**src/rtl/ram_arbiter.sv**
```systemverilog
// Two-master round-robin arbiter in front of a 32x32 single-port RAM.
// Burst-limited grants, zero-bubble handover, one-cycle read-valid return.
module ram_arbiter #(
    parameter int unsigned MAX_BURST = 8
) (
    input  logic        clk,
    input  logic        reset_n,
    input  logic        m0_req,
    input  logic        m0_wr,
    input  logic [4:0]  m0_addr,
    input  logic [31:0] m0_din,
    input  logic        m1_req,
    input  logic        m1_wr,
    input  logic [4:0]  m1_addr,
    input  logic [31:0] m1_din,
    output logic        m0_grant,
    output logic        m1_grant,
    output logic        m0_rvalid,
    output logic        m1_rvalid,
    output logic [31:0] m_dout,
    output logic        ram_cen,
    output logic        ram_wen,
    output logic [4:0]  ram_addr,
    output logic [31:0] ram_din,
    input  logic [31:0] ram_dout
);

    localparam int unsigned AW = 5;
    localparam int unsigned DW = 32;
    localparam int unsigned CW = (MAX_BURST > 2) ? $clog2(MAX_BURST) : 1;
    localparam logic [CW-1:0] BURST_LAST = CW'(MAX_BURST - 1);

    typedef enum logic [1:0] {
        IDLE = 2'd0,
        GNT0 = 2'd1,
        GNT1 = 2'd2
    } state_e;

    state_e          state_q, state_d;
    logic [CW-1:0]   cnt_q, cnt_d;
    logic            lg_q, lg_d;        // last granted master: 0 = m0, 1 = m1
    logic            rd_pend_q, rd_pend_d;
    logic            rd_id_q, rd_id_d;

    logic            sel_m1;
    logic            own_req;
    logic            own_wr;
    logic [AW-1:0]   own_addr;
    logic [DW-1:0]   own_din;
    logic            oth_req;
    logic            access;
    state_e          oth_state;

    // Select the owning master's bus and decide whether this is an access cycle.
    always_comb begin
        sel_m1    = (state_q == GNT1);
        own_req   = sel_m1 ? m1_req  : m0_req;
        own_wr    = sel_m1 ? m1_wr   : m0_wr;
        own_addr  = sel_m1 ? m1_addr : m0_addr;
        own_din   = sel_m1 ? m1_din  : m0_din;
        oth_req   = sel_m1 ? m0_req  : m1_req;
        oth_state = sel_m1 ? GNT0    : GNT1;
        access    = (state_q != IDLE) && own_req;
    end

    // RAM pins are quiet (all zero) outside access cycles.
    always_comb begin
        ram_cen  = access;
        ram_wen  = access && own_wr;
        ram_addr = access ? own_addr : '0;
        ram_din  = access ? own_din  : '0;
    end

    // Next-state, burst counter, round-robin pointer and read tracking.
    always_comb begin
        state_d   = state_q;
        cnt_d     = cnt_q;
        lg_d      = lg_q;
        rd_pend_d = 1'b0;
        rd_id_d   = rd_id_q;

        if (access && !own_wr) begin
            rd_pend_d = 1'b1;
            rd_id_d   = sel_m1;
        end

        case (state_q)
            IDLE: begin
                if (m0_req && (!m1_req || lg_q)) begin
                    state_d = GNT0;
                end else if (m1_req) begin
                    state_d = GNT1;
                end
            end
            GNT0, GNT1: begin
                if (!own_req) begin
                    state_d = oth_req ? oth_state : IDLE;
                end else if (oth_req && (cnt_q == BURST_LAST)) begin
                    state_d = oth_state;
                end else if (cnt_q != BURST_LAST) begin
                    cnt_d = cnt_q + CW'(1);
                end
            end
            default: state_d = IDLE;
        endcase

        if (state_d != state_q) begin
            cnt_d = '0;
            if (state_d == GNT0) lg_d = 1'b0;
            if (state_d == GNT1) lg_d = 1'b1;
        end
    end

    always_ff @(posedge clk or negedge reset_n) begin
        if (!reset_n) begin
            state_q   <= IDLE;
            cnt_q     <= '0;
            lg_q      <= 1'b1;
            rd_pend_q <= 1'b0;
            rd_id_q   <= 1'b0;
        end else begin
            state_q   <= state_d;
            cnt_q     <= cnt_d;
            lg_q      <= lg_d;
            rd_pend_q <= rd_pend_d;
            rd_id_q   <= rd_id_d;
        end
    end

    assign m0_grant  = (state_q == GNT0);
    assign m1_grant  = (state_q == GNT1);
    assign m0_rvalid = rd_pend_q && !rd_id_q;
    assign m1_rvalid = rd_pend_q &&  rd_id_q;
    assign m_dout    = ram_dout;

endmodule

```
**config.mk**
```make
export PLATFORM = sky130hd
export DESIGN_NAME = ram_arbiter
export DESIGN_NICKNAME = d
export VERILOG_FILES = /design/src/rtl/ram_arbiter.sv
export SDC_FILE = /design/constraint.sdc
export NUM_CORES = 1
export LEC_CHECK = 0
export CELL_PAD_IN_SITES_DETAIL_PLACEMENT = 0
export CELL_PAD_IN_SITES_GLOBAL_PLACEMENT = 1
export CORE_UTILIZATION = 16
export CTS_CLUSTER_DIAMETER = 100
export CTS_CLUSTER_SIZE = 24
export DETAILED_ROUTE_END_ITERATION = 10
export PLACE_DENSITY_LB_ADDON = 0.1
export SETUP_SLACK_MARGIN = 0.15
export SYNTH_ARGS = -nofsm -noshare
export SYNTH_HDL_FRONTEND = slang
export SYNTH_SLANG_ARGS = --single-unit
```
**constraint.sdc**
```tcl
create_clock -name clk -period 2.6 [get_ports clk]
set_input_delay 0.52 -clock clk [delete_from_list [all_inputs] [get_ports clk]]
set_output_delay 0.52 -clock clk [all_outputs]
set_load 0.005 [all_outputs]
```
# Word-level counts from Yosys, hierarchy flattened
# Index checks and enable logic that the tools add are counted.
[totals]
ff_bits = 8
in_bits = 112
out_inout_bits = 75
elab_cells = 56
[classes]
add_sub_neg = 1
n_eq_ne = 8
mux = 22
n_reduce_logical = 20
[op_table]
columns = ["cell", "n"]
rows = [
  ["2-to-1 mux 32 bit", 2],
  ["2-to-1 mux 3 bit", 5],
  ["2-to-1 mux 2 bit", 6],
  ["2-to-1 mux 5 bit", 2],
  ["nonzero test 2 bit", 5],
  ["logical AND 1 bit", 7],
  ["2-to-1 mux 1 bit", 6],
  ["equality test 2 x 1 -> 1 bit (second input constant)", 2],
  ["equality test 2 bit (second input constant)", 2],
  ["one-hot mux 2 bit (2 select lines)", 1],
  ["AND reduction 4 bit", 1],
  ["adder 3 x 1 -> 3 bit (second input constant)", 1],
  ["equality test 3 bit (second input constant)", 1],
  ["logical NOT 1 bit", 3],
  ["!= test 3 bit (second input constant)", 1],
  ["logical NOT 2 bit", 1],
  ["!= test 2 x 1 -> 1 bit (second input constant)", 1],
  ["!= test 2 bit", 1],
  ["AND reduction 2 bit", 1],
  ["OR reduction 2 bit", 1],
  ["logical OR 1 bit", 1],
]

# Longest topological paths before layout
[logic_depth]
ltp_word = 9
ltp_mapped = 10
mapped_depth_nobuf = 9

# Worst setup path before layout
# Ideal clock, no wire load.
[synth_timing]
path_kind = "reg-to-reg"
start = "register state_q[0]"
end = "register lg_q"
setup_time_ns = 0.084
t_arrival_ns = 2.213
required_ns = 2.516
path_slack_ns = 0.304
path_stages_with_launch = 10
path_buffers = 0
synth_period_minus_slack_ns = 2.296
path_cell_list = "dfrtp_1 inv_1 ha_1 and3b_2 a31o_2 o21ai_0 a21oi_1 ha_1 nor2b_1 a221o_1"
[synth_via]
elab_chain_cells = 9
elab_cells_between_ends = 20
cone_classes = "eq/ne (5); mux (10); reduce/logical (5)"
[synth_rtl]
columns = ["item", "line_no", "text"]
rows = [
  ["from (decl)", "39", "state_e state_q, state_d;"],
  ["from (signal assigned)", "122", "state_q <= state_d;"],
  ["equality test 2 bit *", "-", ""],
  ["net m1_grant", "17", "output logic m1_grant,"],
  ["2-to-1 mux 1 bit", "61", "oth_req = sel_m1 ? m0_req : m1_req;"],
  ["logical AND 1 bit", "98", "end else if (oth_req && (cnt_q == BURST_LAST)) begin"],
  ["2-to-1 mux 2 bit", "98", ""],
  ["2-to-1 mux 2 bit", "96", "if (!own_req) begin"],
  ["one-hot mux 2 bit (2 select lines) *", "87", "case (state_q)"],
  ["net state_d[1]", "39", ""],
  ["equality test 2 x 1 -> 1 bit / equality test 2 bit (equally long branches)", "109, 110", ""],
  ["nonzero test 2 bit (no line)", "-", ""],
  ["AND reduction 2 bit (no line)", "-", ""],
  ["to (signal assigned)", "124", "lg_q <= lg_d;"],
  ["to (decl)", "41", "logic lg_q, lg_d;"],
]
# The timed path passes the listed nets; every way through them passes the cells marked *.
# A chain may end at the register's enable or synchronous reset.

# Final worst setup path
[layout_timing]
start = "register state_q[1]"
end = "output port ram_din[10]"
[layout_via]
elab_chain_cells = 4
elab_cells_between_ends = 6
cone_classes = "eq/ne (1); mux (3); reduce/logical (2)"
[layout_rtl]
columns = ["item", "line_no", "text"]
rows = [
  ["equality test 2 bit", "56", "sel_m1 = (state_q == GNT1);"],
  ["2-to-1 mux 1 bit", "57", "own_req = sel_m1 ? m1_req : m0_req;"],
  ["logical AND 1 bit", "63", "access = (state_q != IDLE) && own_req;"],
  ["2-to-1 mux 32 bit *", "71", "ram_din = access ? own_din : '0;"],
  ["to (decl)", "24", "output logic [31:0] ram_din,"],
]
# Every way passes the cells marked *; elsewhere a longest branch is shown, timed or not.

==> results.sh <==
export IMPL_r2r_start="state_q[0]$_DFF_PN0_"
export IMPL_synth_xor_xnor_area_share=0.00581
export IMPL_synth_seq_cells=8
export IMPL_grt_max_degree=16
export IMPL_detail_route_iter0_violations=40
export IMPL_fin_crit_ns=2.42
export IMPL_powerDensity_nw_per_um2=824
export IMPL_hold_end="cnt_q[2]$_DFFE_PN0P_"
export IMPL_clkSinkCount=8
export IMPL_placed_area_um2=2780
export IMPL_synth_cell_types=39
export IMPL_grt_use_met1=0.130
export IMPL_fp_dieArea_um2=9810
export IMPL_p_sw_mw=0.969
export IMPL_grt_pass1_wl_mm=9.31
export IMPL_holdPathStages=2
export IMPL_grt_busiest_layer="met2"
export IMPL_critPathCaptureType="output port"
export IMPL_grt_met3_usage=0.0369
export IMPL_die_y_um=99.1
export IMPL_final_hold_violation_count=0
export IMPL_hp_class="flip-flop to flip-flop"
export IMPL_syn_area_um2=1510
export IMPL_min_period_over_period=0.932
export IMPL_combPwrFrac=0.847
export IMPL_ir_drop_mv=0.256
export IMPL_antenna_found_initial=0
export IMPL_core_rowCount=35
export IMPL_nets=427
export IMPL_pin_count=187
export IMPL_synthMuxAreaShare=0.279
export IMPL_viasPerCell=4.11
export IMPL_r2r_slack_ns=0.30
export IMPL_clock_skew_final_ns=0.00434
export IMPL_p_clk_frac=0.063
export IMPL_drc=0
export IMPL_crit_type="flip-flop to output port"
export IMPL_min_from="cnt_q[2]$_DFFE_PN0P_"
export IMPL_instances_no_fill=418
export IMPL_areaGrowthSynthToFinish_pct=97.5
export IMPL_worst_pin_slew_ns=0.514
export IMPL_status="finished clean"
export IMPL_ant_nets=0
export IMPL_initial_core_util=0.164
export IMPL_dieWidth_um=99.1
export IMPL_cap_violations=0
export IMPL_arrival_ns=1.90
export IMPL_wire_per_inst_um=14.3
export IMPL_clkLatencyLatePin_ns=0.23
export IMPL_fmax_mhz=413
export IMPL_diodes=0
export IMPL_vias=1720
export IMPL_core_um2=9200
export IMPL_clk_pin_slew_worst_paths_ns=0.04
export IMPL_reg2reg_depth=9
export IMPL_crit_fanout=10
export IMPL_synth_compound_area_frac=0.0963
export IMPL_synthAdderAreaFrac=0.0581
export IMPL_gp_congestion=0.811
export IMPL_drtPass1Iterations=4
export IMPL_seqPwrFrac=0.089
export IMPL_final_area_um2=2980
export IMPL_r2r_end="lg_q$_DFFE_PN1P_"
export IMPL_dp_hpwl_mm=4.55
export IMPL_whs_ns=0.543
export IMPL_synth_fp_nets=315
export IMPL_synth_top_family_by_area="multiplexers"
export IMPL_cts_buffer_depth=2
export IMPL_grtUsageTotal=0.120
export IMPL_grt_pass1_vias=1816
export IMPL_overflow=0
export IMPL_cellLeakagePower_nw=1.27
export IMPL_synth_cells=196
export IMPL_synthSimpleGateAreaFrac=0.216
export IMPL_p_int_mw=1.48
export IMPL_use_met2=0.233
export IMPL_tritoncts="built"
export IMPL_synth_avg_cell_area_um2=7.69
export IMPL_rsz0062_at_grt="yes"
export IMPL_ys_warn_count=0
export IMPL_fill_cells=998
export IMPL_worstPathRequired_ns=2.08
export IMPL_htree_levels=1
export IMPL_wirelength_mm=5.98
export IMPL_maxSlewViolCount=0
export IMPL_portBuffers=122
export IMPL_synth_seq_area_share=0.134
export IMPL_setup_viol=0
export IMPL_startpoint_type="flip-flop"
export IMPL_ctsHoldBuffers=0
export IMPL_placedCellCount=408
export IMPL_drive_above_1_share=0.293
export IMPL_cts_root_buffer="clkbuf_8"
export IMPL_slew_headroom=0.655
export IMPL_swShare=0.395
export IMPL_numCtsBuffers=3
[area by class of cell]
type / count / area (um^2) / area share
repair buffers: 150 / 1500 / 0.502
multi-input cells: 138 / 1070 / 0.359
flip-flops and latches: 8 / 203 / 0.0681
well taps: 111 / 139 / 0.0466
clock buffers: 4 / 45.0 / 0.0151
inverters: 7 / 26.3 / 0.00882
[sequential cells by signal, summed over array words and instances, names as in the netlist]
name / cells
rd_pend_q: 1
state_q: 2
lg_q: 1
cnt_q: 3
rd_id_q: 1
[cells by family after synthesis]
kind of cell	count (synthesis)
simple gates	68
compound gates	20
xor+xnor	1
buf+inv	50
fa+ha+maj	7
flops	8
mux	42
[through the flow]
stage	setup slack [ns]	utilization	power (mW)	TNS, ns
floorplan	0.304	-	1.18	0
global placement	-0.233	0.302	2.14	-6.33
detailed placement	-0.219	0.302	2.10	-6.31
CTS	0.0745	0.319	2.43	0
global route	0.0932	0.324	2.68	0
finish	0.176	0.324	2.45	0
[synthesized netlist by cell type (all sizes together)]
| cell type | instances | area (um^2) |
|---|---|---|
| a2111oi | 1 | 8.76 |
| a211o | 1 | 8.76 |
| a21boi | 1 | 7.51 |
| a21o | 1 | 8.76 |
| a21oi | 3 | 15.0 |
| a221o | 1 | 10.0 |
| a22oi | 1 | 7.51 |
| a311oi | 1 | 8.76 |
| a31o | 1 | 8.76 |
| a32oi | 1 | 8.76 |
| and2 | 1 | 6.26 |
| and2b | 1 | 8.76 |
| and3b | 1 | 10.0 |
| buf | 36 | 267 |
| clkbuf | 7 | 26.3 |
| dfrtp | 7 | 175 |
| dfstp | 1 | 26.3 |
| ha | 7 | 87.6 |
| inv | 7 | 26.3 |
| mux2i | 42 | 420 |
| nand2 | 4 | 15.0 |
| nand2b | 4 | 25.0 |
| nand3 | 2 | 10.0 |
| nand4b | 1 | 8.76 |
| nor2 | 43 | 161 |
| nor2b | 3 | 18.8 |
| nor3 | 1 | 5.00 |
| nor3b | 1 | 7.51 |
| o211ai | 2 | 15.0 |
| o21ai | 4 | 20.0 |
| o221ai | 1 | 8.76 |
| o31a | 1 | 8.76 |
| or2 | 2 | 12.5 |
| or2b | 2 | 17.5 |
| or3b | 1 | 8.76 |
| or4b | 1 | 10.0 |
| xnor2 | 1 | 8.76 |
[power by group through the flow]
stage	combinational, mW	clock, mW	sequential [mW]
finish	2.08	0.156	0.218
global route	2.28	0.171	0.228
CTS	2.05	0.163	0.221
detailed placement	1.89	0	0.215
global placement	1.92	0	0.215
floorplan	0.965	0	0.214
[worst max-delay path by stage]
stage / from / to / slack, ns / depth (start not counted)
final: state_q[1]$_DFF_PN0_ / ram_din[10] / 0.18 / 8
after global routing: state_q[0]$_DFF_PN0_ / ram_din[23] / 0.09 / 8
after CTS: state_q[1]$_DFF_PN0_ / ram_din[28] / 0.07 / 7
after detailed placement: m0_req / ram_din[28] / -0.22 / 6
after global placement: m0_req / ram_din[28] / -0.23 / 6
after floorplan: state_q[0]$_DFF_PN0_ / lg_q$_DFFE_PN1P_ / 0.30 / 9
[repair_timing]
action	in CTS	in global routing
cloned	3	0
endpoints found under the hold margin	0	0
setup endpoints to repair	40	22
resized for setup	121	21
pin swaps	2	5
setup buffers	2	1
[worst max-delay path, cell delays in order (launching register included)]
cell and delay (ns):
dfrtp_2 0.43, ha_4 0.19, mux2i_2 0.16, or2_4 0.28, buf_6 0.13, buf_12 0.14
buf_4 0.14, nor2_2 0.09, buf_2 0.12
[metal layers]
metal | up-vias | share of wire
met4 | 0 | 0.0037
met5 | - | 0
met1 | 762 | 0.38
met2 | 95 | 0.52
met3 | 6 | 0.095
li1 | 857 | -
[placed cells by master, fill, tap and decap left out, types with 2 or more instances in the layout]
cell type | Yosys | layout
a21oi_1 | 3 | 3
buf_2 | 3 | 12
nor2_1 | 43 | 31
clkbuf_2 | 0 | 2
nand2b_1 | 4 | 4
bufbuf_16 | 0 | 2
or2b_2 | 2 | 2
clkdlybuf4s15_1 | 0 | 2
clkdlybuf4s15_2 | 0 | 15
inv_1 | 7 | 6
o211ai_1 | 2 | 2
ha_1 | 7 | 3
buf_4 | 32 | 19
ha_2 | 0 | 3
buf_6 | 1 | 2
nor2b_1 | 3 | 3
mux2i_1 | 42 | 40
nor2_2 | 0 | 9
clkdlybuf4s50_1 | 0 | 81
o21ai_0 | 4 | 4
nor2_4 | 0 | 3
dlygate4sd2_1 | 0 | 10
clkbuf_8 | 0 | 3
dfrtp_1 | 7 | 6
buf_12 | 0 | 4
nand2_1 | 4 | 4
mux2i_2 | 0 | 2
nand3_1 | 2 | 2
Power figures use the tool's default switching activity.
